<file path="src/rtl/pipe_ctrl_pkg.sv">
// Shared definitions for the pipeline stall/flush scheduler: next-PC select
// codes, FSM encodings and the branch-resolution helper.
package pipe_ctrl_pkg;

    typedef enum logic [2:0] {
        SEL_PC4  = 3'd0,
        SEL_BLT  = 3'd1,
        SEL_BEQ  = 3'd2,
        SEL_JAL  = 3'd3,
        SEL_JALR = 3'd4
    } addr_sel_e;

    typedef enum logic [1:0] {
        ST_RUN      = 2'd0,
        ST_MEM_WAIT = 2'd1,
        ST_HALT     = 2'd2
    } pipe_state_e;

    // Codes 5..7 fall to the default arm and behave like PC+4.
    function automatic logic branch_taken(input logic [2:0] sel,
                                          input logic       less,
                                          input logic       zero);
        logic taken;
        case (sel)
            SEL_BLT:  taken = less;
            SEL_BEQ:  taken = zero;
            SEL_JAL:  taken = 1'b1;
            SEL_JALR: taken = 1'b1;
            default:  taken = 1'b0;
        endcase
        return taken;
    endfunction

endpackage

</file>
<file path="src/rtl/pipeline_ctrl_load_use_detect.sv">
// Combinational load-use comparator between the instruction in ID and a load
// in IDEX; x0 never creates a dependency. Also usable by the forwarding unit.
module load_use_detect (
    input  logic [4:0] rs1,
    input  logic [4:0] rs2,
    input  logic       use_rs1,
    input  logic       use_rs2,
    input  logic [4:0] rd,
    input  logic       mem_read,
    output logic       hazard
);

    assign hazard = mem_read && (rd != 5'd0) &&
                    ((use_rs1 && (rs1 == rd)) || (use_rs2 && (rs2 == rd)));

endmodule

</file>
<file path="src/rtl/pipeline_ctrl.sv">
// Stall/flush scheduler for the five-stage pipeline. Define PIPE_PERF_CNT_EN
// to add the cycle/stall/flush performance counter ports.
//
// state       | meaning
// ST_RUN      | pipeline advancing; a miss in MA freezes it this same cycle
// ST_MEM_WAIT | frozen, waiting for data memory ready
// ST_HALT     | memory timed out; everything held until reset
module pipeline_ctrl
    import pipe_ctrl_pkg::*;
#(
    parameter int MEM_TIMEOUT = 255,
    parameter int CNT_W       = 32
) (
    input  logic             clk,
    input  logic             rstn,
    input  logic [4:0]       idRs1In,
    input  logic [4:0]       idRs2In,
    input  logic             idUseRs1In,
    input  logic             idUseRs2In,
    input  logic [4:0]       exRdIn,
    input  logic             exMemReadIn,
    input  logic [2:0]       AddrSelectorIn,
    input  logic             lessIn,
    input  logic             zeroIn,
    input  logic             maMemReqIn,
    input  logic             dmemReadyIn,
    output logic             pcWriteOut,
    output logic             ifidWriteOut,
    output logic             idexWriteOut,
    output logic             exmaWriteOut,
    output logic             mawbWriteOut,
    output logic             ifidFlushOut,
    output logic             idexFlushOut,
    output logic             exmaFlushOut,
    output logic             redirectOut,
    output logic [1:0]       stateOut,
    output logic             memTimeoutOut
`ifdef PIPE_PERF_CNT_EN
    ,
    output logic [CNT_W-1:0] cycCntOut,
    output logic [CNT_W-1:0] stallCntOut,
    output logic [CNT_W-1:0] flushCntOut
`endif
);

    localparam int WAIT_W = $clog2(MEM_TIMEOUT + 1);
    localparam logic [WAIT_W-1:0] WAIT_LAST = WAIT_W'(MEM_TIMEOUT - 1);

    if (MEM_TIMEOUT < 1 || MEM_TIMEOUT > 65535 || CNT_W < 1) begin : g_param_check
        $error("pipeline_ctrl: parameter out of range");
    end

    pipe_state_e       state;
    logic [WAIT_W-1:0] wait_cnt;
    logic              mem_timeout;
    logic              taken;
    logic              load_use;
    logic              miss;
    logic              freeze;

    load_use_detect u_load_use (
        .rs1      (idRs1In),
        .rs2      (idRs2In),
        .use_rs1  (idUseRs1In),
        .use_rs2  (idUseRs2In),
        .rd       (exRdIn),
        .mem_read (exMemReadIn),
        .hazard   (load_use)
    );

    assign taken  = branch_taken(AddrSelectorIn, lessIn, zeroIn);
    assign miss   = maMemReqIn && !dmemReadyIn;
    // The ready cycle in MEM_WAIT is not frozen: the access completes and the
    // pipeline advances at that edge.
    assign freeze = ((state == ST_RUN) && miss) ||
                    ((state == ST_MEM_WAIT) && !dmemReadyIn);

    always_ff @(posedge clk) begin
        if (!rstn) begin
            state       <= ST_RUN;
            wait_cnt    <= '0;
            mem_timeout <= 1'b0;
        end else begin
            case (state)
                ST_RUN: begin
                    if (miss) begin
                        wait_cnt <= WAIT_W'(1);
                        if (MEM_TIMEOUT == 1) begin
                            state       <= ST_HALT;
                            mem_timeout <= 1'b1;
                        end else begin
                            state <= ST_MEM_WAIT;
                        end
                    end else begin
                        wait_cnt <= '0;
                    end
                end
                ST_MEM_WAIT: begin
                    if (dmemReadyIn) begin
                        state    <= ST_RUN;
                        wait_cnt <= '0;
                    end else begin
                        wait_cnt <= wait_cnt + 1'b1;
                        if (wait_cnt == WAIT_LAST) begin
                            state       <= ST_HALT;
                            mem_timeout <= 1'b1;
                        end
                    end
                end
                default: state <= ST_HALT;
            endcase
        end
    end

    always_comb begin
        pcWriteOut    = 1'b0;
        ifidWriteOut  = 1'b0;
        idexWriteOut  = 1'b0;
        exmaWriteOut  = 1'b0;
        mawbWriteOut  = 1'b0;
        ifidFlushOut  = 1'b0;
        idexFlushOut  = 1'b0;
        exmaFlushOut  = 1'b0;
        redirectOut   = 1'b0;
        stateOut      = 2'd0;
        memTimeoutOut = 1'b0;
        if (rstn) begin
            stateOut      = state;
            memTimeoutOut = mem_timeout;
            if (state == ST_HALT || freeze) begin
                pcWriteOut = 1'b0;
            end else if (taken) begin
                pcWriteOut   = 1'b1;
                ifidWriteOut = 1'b1;
                idexWriteOut = 1'b1;
                exmaWriteOut = 1'b1;
                mawbWriteOut = 1'b1;
                ifidFlushOut = 1'b1;
                idexFlushOut = 1'b1;
                exmaFlushOut = 1'b1;
                redirectOut  = 1'b1;
            end else if (load_use) begin
                idexWriteOut = 1'b1;
                exmaWriteOut = 1'b1;
                mawbWriteOut = 1'b1;
                idexFlushOut = 1'b1;
            end else begin
                pcWriteOut   = 1'b1;
                ifidWriteOut = 1'b1;
                idexWriteOut = 1'b1;
                exmaWriteOut = 1'b1;
                mawbWriteOut = 1'b1;
            end
        end
    end

`ifdef PIPE_PERF_CNT_EN
    always_ff @(posedge clk) begin
        if (!rstn) begin
            cycCntOut   <= '0;
            stallCntOut <= '0;
            flushCntOut <= '0;
        end else begin
            cycCntOut <= cycCntOut + 1'b1;
            if (!pcWriteOut && state != ST_HALT) stallCntOut <= stallCntOut + 1'b1;
            if (redirectOut) flushCntOut <= flushCntOut + 1'b1;
        end
    end
`endif

endmodule

</file>
<file path="config.mk">
export PLATFORM = sky130hd
export DESIGN_NAME = pipeline_ctrl
export DESIGN_NICKNAME = d
export VERILOG_FILES = /design/src/rtl/pipe_ctrl_pkg.sv /design/src/rtl/pipeline_ctrl_load_use_detect.sv /design/src/rtl/pipeline_ctrl.sv
export SDC_FILE = /design/constraint.sdc
export NUM_CORES = 1
export LEC_CHECK = 0
export ABC_AREA = 1
export ABC_CLOCK_PERIOD_IN_PS = 1000
export BUFFER_PORTS_ARGS = -buffer_cell sky130_fd_sc_hd__buf_2
export CAP_MARGIN = 25
export CORE_ASPECT_RATIO = 0.9
export CORE_MARGIN = 2
export CORE_UTILIZATION = 25
export CTS_CLUSTER_DIAMETER = 120
export DETAILED_ROUTE_END_ITERATION = 8
export GPL_ROUTABILITY_DRIVEN = 0
export PLACE_DENSITY = 0.61
export SYNTH_ARGS = -nofsm -noshare
export SYNTH_HDL_FRONTEND = slang
export SYNTH_SLANG_ARGS = --single-unit
</file>
<file path="constraint.sdc">
create_clock -name clk -period 1 [get_ports clk]
set_input_delay 0.1 -clock clk [delete_from_list [all_inputs] [get_ports clk]]
set_output_delay 0.1 -clock clk [all_outputs]
set_load 0.05 [all_outputs]
</file>
==> flow_summary.json, run 1 <==
{
  "syn_nets": 183,
  "hold_viol_final": 0,
  "ir_drop_mv": 0.315,
  "finalWorstSetupSlack_ns": -0.502,
  "arrival_ns": 1.40,
  "r2r_start": "state[1]$_SDFFE_PN0P_",
  "cts-root-buf": "clkbuf_8",
  "path_clk_slew_ns": 0.06,
  "ios": 39,
  "holdBufCountCts": 0,
  "synth_cell_types": 24,
  "pwr_density_cell_nw_per_um2": 877,
  "wl_mm": 2.31,
  "h-tree-depth": 1,
  "yosys_register_bits": 11,
  "io_buffers": 38,
  "grt_overflow_total": 0,
  "critPathMaxFanout": 5,
  "area_growth_pct": 69.0,
  "critical_path.startpoint_type": "flop",
  "hold_path.class": "in -> reg",
  "clk_latency_ns": 0.25,
  "design_area_sq_um": 1530,
  "cp_slowest_cell": "dfxtp_4",
  "coreArea_sq_um": 3430,
  "grt_pass1_vias": 937,
  "violations": "negative setup slack",
  "layout_commonest_cell": "nand2_1",
  "fmax_ghz": 0.666,
  "cts_tree": "built",
  "whs_endpoint": "state[0]$_SDFFE_PN0P_",
  "grt_pass1_wl_mm": 3.86,
  "maxSlewHeadroom": 0.747,
  "die_h_um": 61.1,
  "antenna_cells": 0,
  "min_period_ns": 1.50,
  "timing.final.crit_share": 1.50,
  "p_leak_nw": 0.826,
  "drt_pass1_iterations": 4,
  "status": "finished with violations",
  "end_kind": "output pin",
  "cts.path.max_buffers": 2,
  "ys_warn_count": 0,
  "synth_area_per_cell_sq_um": 5.89,
  "grt_usage": 0.123,
  "die_x_um": 67.5,
  "cts.sinks": 11,
  "total_power_mw": 1.34,
  "place_ws_ns": -0.325,
  "final_nets": 243,
  "netlist_instances": 154,
  "min_from": "dmemReadyIn",
  "layout-drive-gt1-share": 0.441,
  "critPathKind": "reg -> out",
  "ys_seq_area_frac": 0.243,
  "drtIter0Drc": 43,
  "finalSetupViolCount": 21,
  "r2r_cells": 7,
  "vias_per_cell": 4.18,
  "timing.critical_path.buf_inv": 2,
  "ant_nets": 0,
  "holdPathStages": 4,
  "reg2reg_slack_ns": -0.13,
  "post_dp_cell_area_sq_um": 1300,
  "tightestPinTransition_ns": 0.376,
  "antenna_found_initial": 0,
  "grt_max_degree": 9,
  "rsz0062_at_grt": "true",
  "finalMaxSlewViolations": 0,
  "rows": 20,
  "fill_cells": 370,
  "drc": 0,
  "wl_per_cell_um": 8.99,
  "rr_endpoint": "state[1]$_SDFFE_PN0P_",
  "layout_common_cells": "nand2_1, inv_1, buf_2, buf_4, nor2_1",
  "netlist_area_sq_um": 907,
  "numCtsBuffers": 3,
  "vias": 1075,
  "dieArea_sq_um": 4130,
  "cp.required_ns": 0.90,
  "cp_top_family": "flip-flops",
  "cp_num_cells": 7,
  "place_hpwl_mm": 1.87,
  "cap_violations": 0,
  "slowest_delay_ns": 0.37,
  "fin_skew_ns": 0.0104,
  "initial_utilization": 0.265,
  "worstPathCellList": "nor2_2 -> nand2_1 -> o211ai_2 -> nor2_4 -> nand2_4 -> clkinvlp_4 -> buf_6"
}
-- synthesized netlist by cell type --
master / count / area, sq um
clkinv_2: 1 / 5.00
inv_1: 28 / 105
or2_1: 1 / 6.26
buf_4: 6 / 45.0
nand3_1: 6 / 30.0
nor3b_1: 1 / 7.51
dfxtp_1: 11 / 220
nor3_2: 1 / 10.0
nand4_1: 3 / 18.8
o211ai_2: 1 / 12.5
ha_1: 2 / 25.0
nor2_4: 1 / 11.3
o22ai_1: 2 / 12.5
a21oi_1: 7 / 35.0
o31ai_1: 1 / 7.51
nor3_1: 1 / 5.00
xnor2_1: 1 / 8.76
nor2_1: 14 / 52.6
nand3_2: 1 / 10.0
nand3b_4: 1 / 20.0
inv_2: 2 / 7.51
nand2_1: 52 / 195
o21ai_0: 9 / 45.0
nand2_4: 1 / 11.3
-- state kept, by name (all words and copies together) (netlist names) --
| register | cells |
|---|---|
| wait_cnt | 8 |
| state | 2 |
| mem_timeout | 1 |
-- report_power, final --
part | switching, mW | internal [mW] | total (mW)
Clock | 0.192 | 0.275 | 0.467
Sequential | 0.00721 | 0.436 | 0.443
Combinational | 0.247 | 0.187 | 0.434
Total | 0.446 | 0.898 | 1.34
-- worst max path at each step --
stage                           from           end
2_1_floorplan  state[1]$_SDFFE_PN0P_  ifidFlushOut
3_5_place_dp   state[0]$_SDFFE_PN0P_  ifidFlushOut
4_1_cts        state[0]$_SDFFE_PN0P_  ifidFlushOut
3_3_place_gp   state[0]$_SDFFE_PN0P_  ifidFlushOut
5_1_grt        state[0]$_SDFFE_PN0P_  exmaFlushOut
6_report       state[0]$_SDFFE_PN0P_  exmaFlushOut
-- metal layers --
metal | vias up | track usage | share of wire
met5 | - | 0 | 0
met3 | 5 | 0.0219 | 0.034
met2 | 20 | 0.202 | 0.45
met4 | 0 | 0.0525 | 0.019
met1 | 457 | 0.159 | 0.50
li1 | 593 | - | -
-- kinds of logic (layout without fill, tap and decap cells) --
| logic type | after synthesis | after routing | share of synthesized area |
|---|---|---|---|
| flops | 11 | 11 | 0.243 |
| buf+inv | 37 | 96 | 0.179 |
| fa+ha+maj | 2 | 2 | 0.0276 |
| simple gates | 83 | 83 | 0.417 |
| compound gates | 20 | 20 | 0.124 |
| xor+xnor | 1 | 1 | 0.00966 |
-- what timing repair did --
item / in CTS / in global routing
buffers inserted: 1 / 3
pin swaps: 4 / 5
setup endpoints to repair: 22 / 23
gates resized for setup: 32 / 16
-- cell type report --
| class | instances | area [sq um] | share of cell area |
|---|---|---|---|
| clock buffers | 3 | 41.3 | 0.0269 |
| clock inverters | 1 | 5.00 | 0.00327 |
| inverters | 31 | 125 | 0.0816 |
| multi-input cells | 106 | 602 | 0.393 |
| flip-flops and latches | 11 | 236 | 0.154 |
| well taps | 44 | 55.1 | 0.0359 |
| repair buffers | 61 | 468 | 0.305 |
-- per-stage QoR --
step | instances | utilization | hold slack, ns | setup TNS (ns)
2_1_floorplan | 154 | - | 0.307 | -4.09
3_3_place_gp | 249 | 0.380 | 0.437 | -3.16
3_5_place_dp | 249 | 0.380 | 0.452 | -3.34
4_1_cts | 254 | 0.425 | 0.201 | -5.08
5_1_grt | 257 | 0.447 | 0.229 | -6.44
6_report | 257 | 0.447 | 0.197 | -5.16
-- tightest hold or removal path, stage by stage --
cell and delay (ns):
buf_2 0.09, nor2_1 0.06, nand2_1 0.08, a21oi_1 0.07
(Power assumes the default switching activity.)
==> run 2: changes to the inputs <==
--- a/config.mk
+++ b/config.mk
@@ -9,13 +9,15 @@
 export ABC_CLOCK_PERIOD_IN_PS = 1000
 export BUFFER_PORTS_ARGS = -buffer_cell sky130_fd_sc_hd__buf_2
 export CAP_MARGIN = 25
+export CELL_PAD_IN_SITES_DETAIL_PLACEMENT = 0
+export CELL_PAD_IN_SITES_GLOBAL_PLACEMENT = 2
 export CORE_ASPECT_RATIO = 0.9
 export CORE_MARGIN = 2
-export CORE_UTILIZATION = 25
+export CORE_UTILIZATION = 20
 export CTS_CLUSTER_DIAMETER = 120
 export DETAILED_ROUTE_END_ITERATION = 8
 export GPL_ROUTABILITY_DRIVEN = 0
-export PLACE_DENSITY = 0.61
+export PLACE_DENSITY = 0.86
 export SYNTH_ARGS = -nofsm -noshare
 export SYNTH_HDL_FRONTEND = slang
 export SYNTH_SLANG_ARGS = --single-unit
==> run 2 against run 1 <==
The run still ends with negative setup slack left. Power is 1.3% higher. Wire length is 17% higher. Die area is 23% higher. First-iteration DRC count is 40% lower. Clock power is 5.6% lower. Via count is 4.1% higher. Final cell count is 11% higher. Flip-flop and latch count stayed put. Combinational power is 10% higher. Critical path depth stayed put. Critical path type unchanged.
==> flow_summary.json, run 2 (synthesized netlist as in run 1, its figures left out) <==
{
  "status": "finished with violations",
  "violations": "negative setup slack",
  "vias": 1119,
  "swShare": 0.322,
  "fin_skew_ns": 0.00277,
  "wl_mm": 2.71,
  "drt_pass1_iterations": 4,
  "path_clk_slew_ns": 0.05,
  "dieArea_sq_um": 5090,
  "top_regs": "wait_cnt x8, state x2, mem_timeout x1",
  "layout-drive-gt1-share": 0.527,
  "min_period_ns": 1.51,
  "cap_violations": 0,
  "r2r_cells": 8,
  "fmax_ghz": 0.664,
  "rows": 23,
  "finalMaxSlewViolations": 0,
  "wl_per_cell_um": 9.53,
  "hold_viol_final": 0,
  "ant_nets": 0,
  "comb_power_share": 0.351,
  "critPathMaxFanout": 4,
  "numCtsBuffers": 3,
  "finalSetupViolCount": 22,
  "slowest_delay_ns": 0.37,
  "p_int_mw": 0.924,
  "p_switching_mw": 0.438,
  "pwr_density_cell_nw_per_um2": 794,
  "layout_common_cells": "nand2_1, buf_2, buf_4, inv_1, nor2_1",
  "cts_tree": "built",
  "cp_top_family": "flip-flops",
  "antenna_cells": 0,
  "timing.critical_path.buf_inv": 3,
  "ios": 39,
  "cp_slowest_cell": "dfxtp_4",
  "total_power_mw": 1.36,
  "drc": 0,
  "coreArea_sq_um": 4400,
  "hold_path.class": "in -> reg",
  "place_hpwl_mm": 1.95,
  "grt_max_degree": 9,
  "cts.path.max_buffers": 2,
  "ir_drop_mv": 0.501,
  "pwr-share-seq": 0.325,
  "final_nets": 252,
  "area_growth_pct": 89.0,
  "worstPathCellList": "inv_4 -> nand3b_4 -> o211ai_4 -> nor2_4 -> nand2_4 -> clkinvlp_4 -> buf_8",
  "tightestPinTransition_ns": 0.466,
  "holdPathStages": 4,
  "vias_per_cell": 3.94,
  "cts-root-buf": "clkbuf_8",
  "initial_utilization": 0.206,
  "finalWorstSetupSlack_ns": -0.506,
  "layout_commonest_cell": "nand2_1",
  "grt_usage": 0.119,
  "die_h_um": 67.9,
  "critPathKind": "reg -> out",
  "clockPowerShare": 0.323,
  "clk_latency_ns": 0.24,
  "fill_cells": 451,
  "end_kind": "output pin",
  "arrival_ns": 1.41,
  "io_buffers": 38,
  "grt_pass1_vias": 1112,
  "hold_ws_ns": 0.288,
  "h-tree-depth": 1,
  "cts.sinks": 11,
  "p_leak_nw": 0.880,
  "maxSlewHeadroom": 0.687,
  "final.setup.tns_ns": -6.45,
  "largest_reg_flops": 8,
  "rsz0062_at_grt": "true",
  "cp.required_ns": 0.90,
  "cp_num_cells": 7,
  "die_x_um": 75.0,
  "critical_path.startpoint_type": "flop",
  "drtIter0Drc": 26,
  "grt_overflow_total": 0,
  "grt_pass1_wl_mm": 4.73,
  "antenna_found_initial": 0,
  "top_register": "wait_cnt",
  "holdBufCountCts": 0,
  "timing.final.crit_share": 1.51
}
## run 2: changes by cell type in the layout (fill, tap and decap cells not counted), sizes merged
cell and change:
buf +9, clkinv -1, clkbuf +1
## run 2: what timing repair did
action	4_1_cts	5_1_grt
setup endpoints to repair	22	23
gates resized for setup	52	24
pin swaps	13	8
setup buffers	7	5
## run 2: routing by layer
metal / track usage / vias up / share of wire
met4: 0.0201 / 0 / 0.0070
met5: 0 / - / 0
met2: 0.200 / 25 / 0.51
li1: - / 605 / -
met1: 0.154 / 487 / 0.44
met3: 0.0353 / 2 / 0.043
## run 2: worst register-to-register path, stage by stage, from the launching register on
cell and delay (ns):
dfxtp_4 0.36, inv_4 0.08, nand3b_4 0.09, buf_4 0.15, buf_6 0.11, clkinv_4 0.05, nand2_4 0.06, or2_4 0.24
nand2_2 0.07
## run 2: area by class of cell
type,count,area (sq um),area share
Inverter,31,128,0.0745
Timing Repair Buffer,70,562,0.328
Clock buffer,4,45.0,0.0263
Sequential cell,11,241,0.141
Multi-Input combinational cell,106,661,0.385
Tap cell,62,77.6,0.0453
## run 2: through the flow
step	instances	instance area [sq um]	utilization	setup slack (ns)
floorplan	154	975	-	-0.635
global placement	269	1340	0.304	-0.294
detailed placement	269	1340	0.304	-0.302
CTS	280	1600	0.363	-0.472
global route	284	1710	0.389	-0.555
finish	284	1710	0.389	-0.506
## run 2: worst paths after layout
path / from / to / slack, ns
min: rstn / wait_cnt[7]$_SDFFE_PN0P_ / 0.29
max: state[1]$_SDFFE_PN0P_ / redirectOut / -0.51
min reg2reg: mem_timeout$_SDFFE_PN0P_ / mem_timeout$_SDFFE_PN0P_ / 0.45
max reg2reg: state[1]$_SDFFE_PN0P_ / state[1]$_SDFFE_PN0P_ / -0.26
## run 2: power groups by stage
stage	Sequential, mW	Combinational [mW]	Clock [mW]
detailed placement	0.455	0.365	0
finish	0.443	0.478	0.441
CTS	0.444	0.442	0.455
global placement	0.455	0.365	0
global route	0.443	0.522	0.477
floorplan	0.455	0.264	0
==> run 3: changes to the inputs <==
--- a/config.mk
+++ b/config.mk
@@ -18,6 +18,7 @@
 export DETAILED_ROUTE_END_ITERATION = 8
 export GPL_ROUTABILITY_DRIVEN = 0
 export PLACE_DENSITY = 0.86
+export REMOVE_ABC_BUFFERS = 1
 export SYNTH_ARGS = -nofsm -noshare
 export SYNTH_HDL_FRONTEND = slang
 export SYNTH_SLANG_ARGS = --single-unit
==> run 3 against run 2 <==
The run still ends with negative setup slack left. First-iteration DRC count increased by 38%. Via count fell by 0.63%. Clock skew is 0.0019 ns lower. Non-clock buffer count fell by 3. Clock power up 3%. Sequential power about the same. Setup slack improved by 0.071 ns. Flip-flop and latch count is the same. Sequential share of layout area grew 0.48 points. Wire length down 2.5%. Register-to-register slack worse by 0.06 ns. Die area is the same. Largest power group unchanged.
==> flow_summary.json, run 3 (synthesized netlist as in run 1, its figures left out) <==
{
  "status": "finished with violations",
  "violations": "negative setup slack",
  "swShare": 0.327,
  "reg2reg_slack_ns": -0.32,
  "pwr-share-seq": 0.327,
  "grt_pass1_wl_mm": 4.60,
  "ir_drop_mv": 0.308,
  "area_growth_pct": 80.8,
  "initial_utilization": 0.206,
  "grt_overflow_total": 0,
  "layout_commonest_cell": "nand2_1",
  "layout-drive-gt1-share": 0.466,
  "cts.path.max_buffers": 2,
  "numCtsBuffers": 3,
  "dieArea_sq_um": 5090,
  "tightestPinTransition_ns": 0.486,
  "p_switching_mw": 0.442,
  "drc": 0,
  "fin_skew_ns": 0.000819,
  "pwr_density_cell_nw_per_um2": 825,
  "ant_nets": 0,
  "finalWorstSetupSlack_ns": -0.435,
  "end_kind": "output pin",
  "finalMaxSlewViolations": 0,
  "rr_endpoint": "state[1]$_SDFFE_PN0P_",
  "top_regs": "wait_cnt x8, state x2, mem_timeout x1",
  "min_period_ns": 1.44,
  "hold_path.class": "in -> reg",
  "top_register": "wait_cnt",
  "holdBufCountCts": 0,
  "p_int_mw": 0.911,
  "clk_latency_ns": 0.24,
  "vias": 1112,
  "ios": 39,
  "cts_tree": "built",
  "p_leak_nw": 0.865,
  "antenna_cells": 0,
  "die_x_um": 75.0,
  "maxSlewHeadroom": 0.673,
  "wl_mm": 2.64,
  "rows": 23,
  "antenna_found_initial": 0,
  "hold_ws_ns": 0.276,
  "die_h_um": 67.9,
  "slowest_delay_ns": 0.36,
  "place_hpwl_mm": 2.00,
  "crit_end": "ifidWriteOut",
  "drtIter0Drc": 36,
  "path_clk_slew_ns": 0.05,
  "critical_path.startpoint_type": "flop",
  "cts.sinks": 11,
  "coreArea_sq_um": 4400,
  "r2r_start": "state[1]$_SDFFE_PN0P_",
  "grt_pass1_vias": 1055,
  "final.setup.tns_ns": -6.14,
  "h-tree-depth": 1,
  "worstPathCellList": "inv_4 -> nand3b_4 -> o211ai_4 -> nor2_4 -> nand2_4 -> nand2_4 -> buf_8",
  "r2r_cells": 8,
  "place_ws_ns": -0.361,
  "layout_common_cells": "nand2_1, buf_4, buf_2, inv_1, nor2_1",
  "largest_reg_flops": 8,
  "fmax_ghz": 0.697,
  "grt_usage": 0.116,
  "startpoint": "state[1]$_SDFFE_PN0P_",
  "vias_per_cell": 3.96,
  "cts-root-buf": "clkbuf_8",
  "io_buffers": 38,
  "wl_per_cell_um": 9.38,
  "crit_top_cell": "nand2_4",
  "arrival_ns": 1.34,
  "finalSetupViolCount": 22,
  "cp.required_ns": 0.90,
  "clockPowerShare": 0.335,
  "critPathKind": "reg -> out",
  "hold_viol_final": 0,
  "grt_max_degree": 9,
  "cap_violations": 0,
  "timing.final.crit_share": 1.44,
  "final_nets": 249,
  "critPathMaxFanout": 4,
  "comb_power_share": 0.338,
  "cp_slowest_cell": "dfxtp_4",
  "drt_pass1_iterations": 4,
  "rsz0062_at_grt": "true"
}
run 3: cell count changes in the layout (fill, tap and decap cells not counted), sizes merged:
cell      before  now
buf           70   67
inv           29   31
clkinv         1    0
clkinvlp       1    0
run 3: through the flow:
step / total power [mW] / std cells / utilization / instance area (sq um)
after CTS: 1.37 / 277 / 0.356 / 1570
after detailed placement: 0.817 / 271 / 0.296 / 1300
after global routing: 1.45 / 281 / 0.373 / 1640
after global placement: 0.816 / 271 / 0.296 / 1300
after floorplan: 0.673 / 148 / - / 862
final: 1.35 / 281 / 0.373 / 1640
run 3: timing repair:
| item | in CTS | in global routing |
|---|---|---|
| resized for setup | 65 | 15 |
| setup buffers | 2 | 4 |
| pin swaps | 8 | 0 |
| setup endpoints to repair | 23 | 22 |
run 3: area by class of cell:
cell class | count | area, sq um
fill | 460 | 2760
tap | 62 | 77.6
inverter | 31 | 129
clock buffer | 4 | 45.0
sequential | 11 | 239
timing repair buffer | 67 | 524
multi-input combinational | 106 | 626
run 3: power by group through the flow:
stage / sequential, mW / combinational (mW) / clock [mW]
after floorplan: 0.458 / 0.215 / 0
after global placement: 0.459 / 0.357 / 0
after detailed placement: 0.459 / 0.357 / 0
after CTS: 0.444 / 0.444 / 0.481
after global routing: 0.443 / 0.497 / 0.510
final: 0.443 / 0.457 / 0.453
run 3: worst min path at each step:
stage | cells past startpoint | startpoint | endpoint | slack (ns)
2_1_floorplan | 2 | rstn | wait_cnt[7]$_SDFFE_PN0P_ | 0.22
6_report | 4 | dmemReadyIn | wait_cnt[0]$_SDFFE_PN0P_ | 0.28
4_1_cts | 4 | dmemReadyIn | wait_cnt[0]$_SDFFE_PN0P_ | 0.26
5_1_grt | 4 | dmemReadyIn | wait_cnt[0]$_SDFFE_PN0P_ | 0.30
3_5_place_dp | 2 | mem_timeout$_SDFFE_PN0P_ | mem_timeout$_SDFFE_PN0P_ | 0.44
3_3_place_gp | 2 | mem_timeout$_SDFFE_PN0P_ | mem_timeout$_SDFFE_PN0P_ | 0.43
run 3: critical path: cells and delay by family (launching register included):
family,cells,cell delay [ns]
AND/OR/NAND/NOR,4,0.44
flip-flops,1,0.36
buffers and inverters,2,0.19
AO/OA/AOI/OAI,1,0.09
run 3: per-layer routing:
layer  global-route usage  vias up  share of wire
met5                    0        -              0
met4               0.0268        0          0.017
met3               0.0309        6          0.035
met2                0.186       23           0.50
met1                0.154      479           0.45
li1                     -      604              -
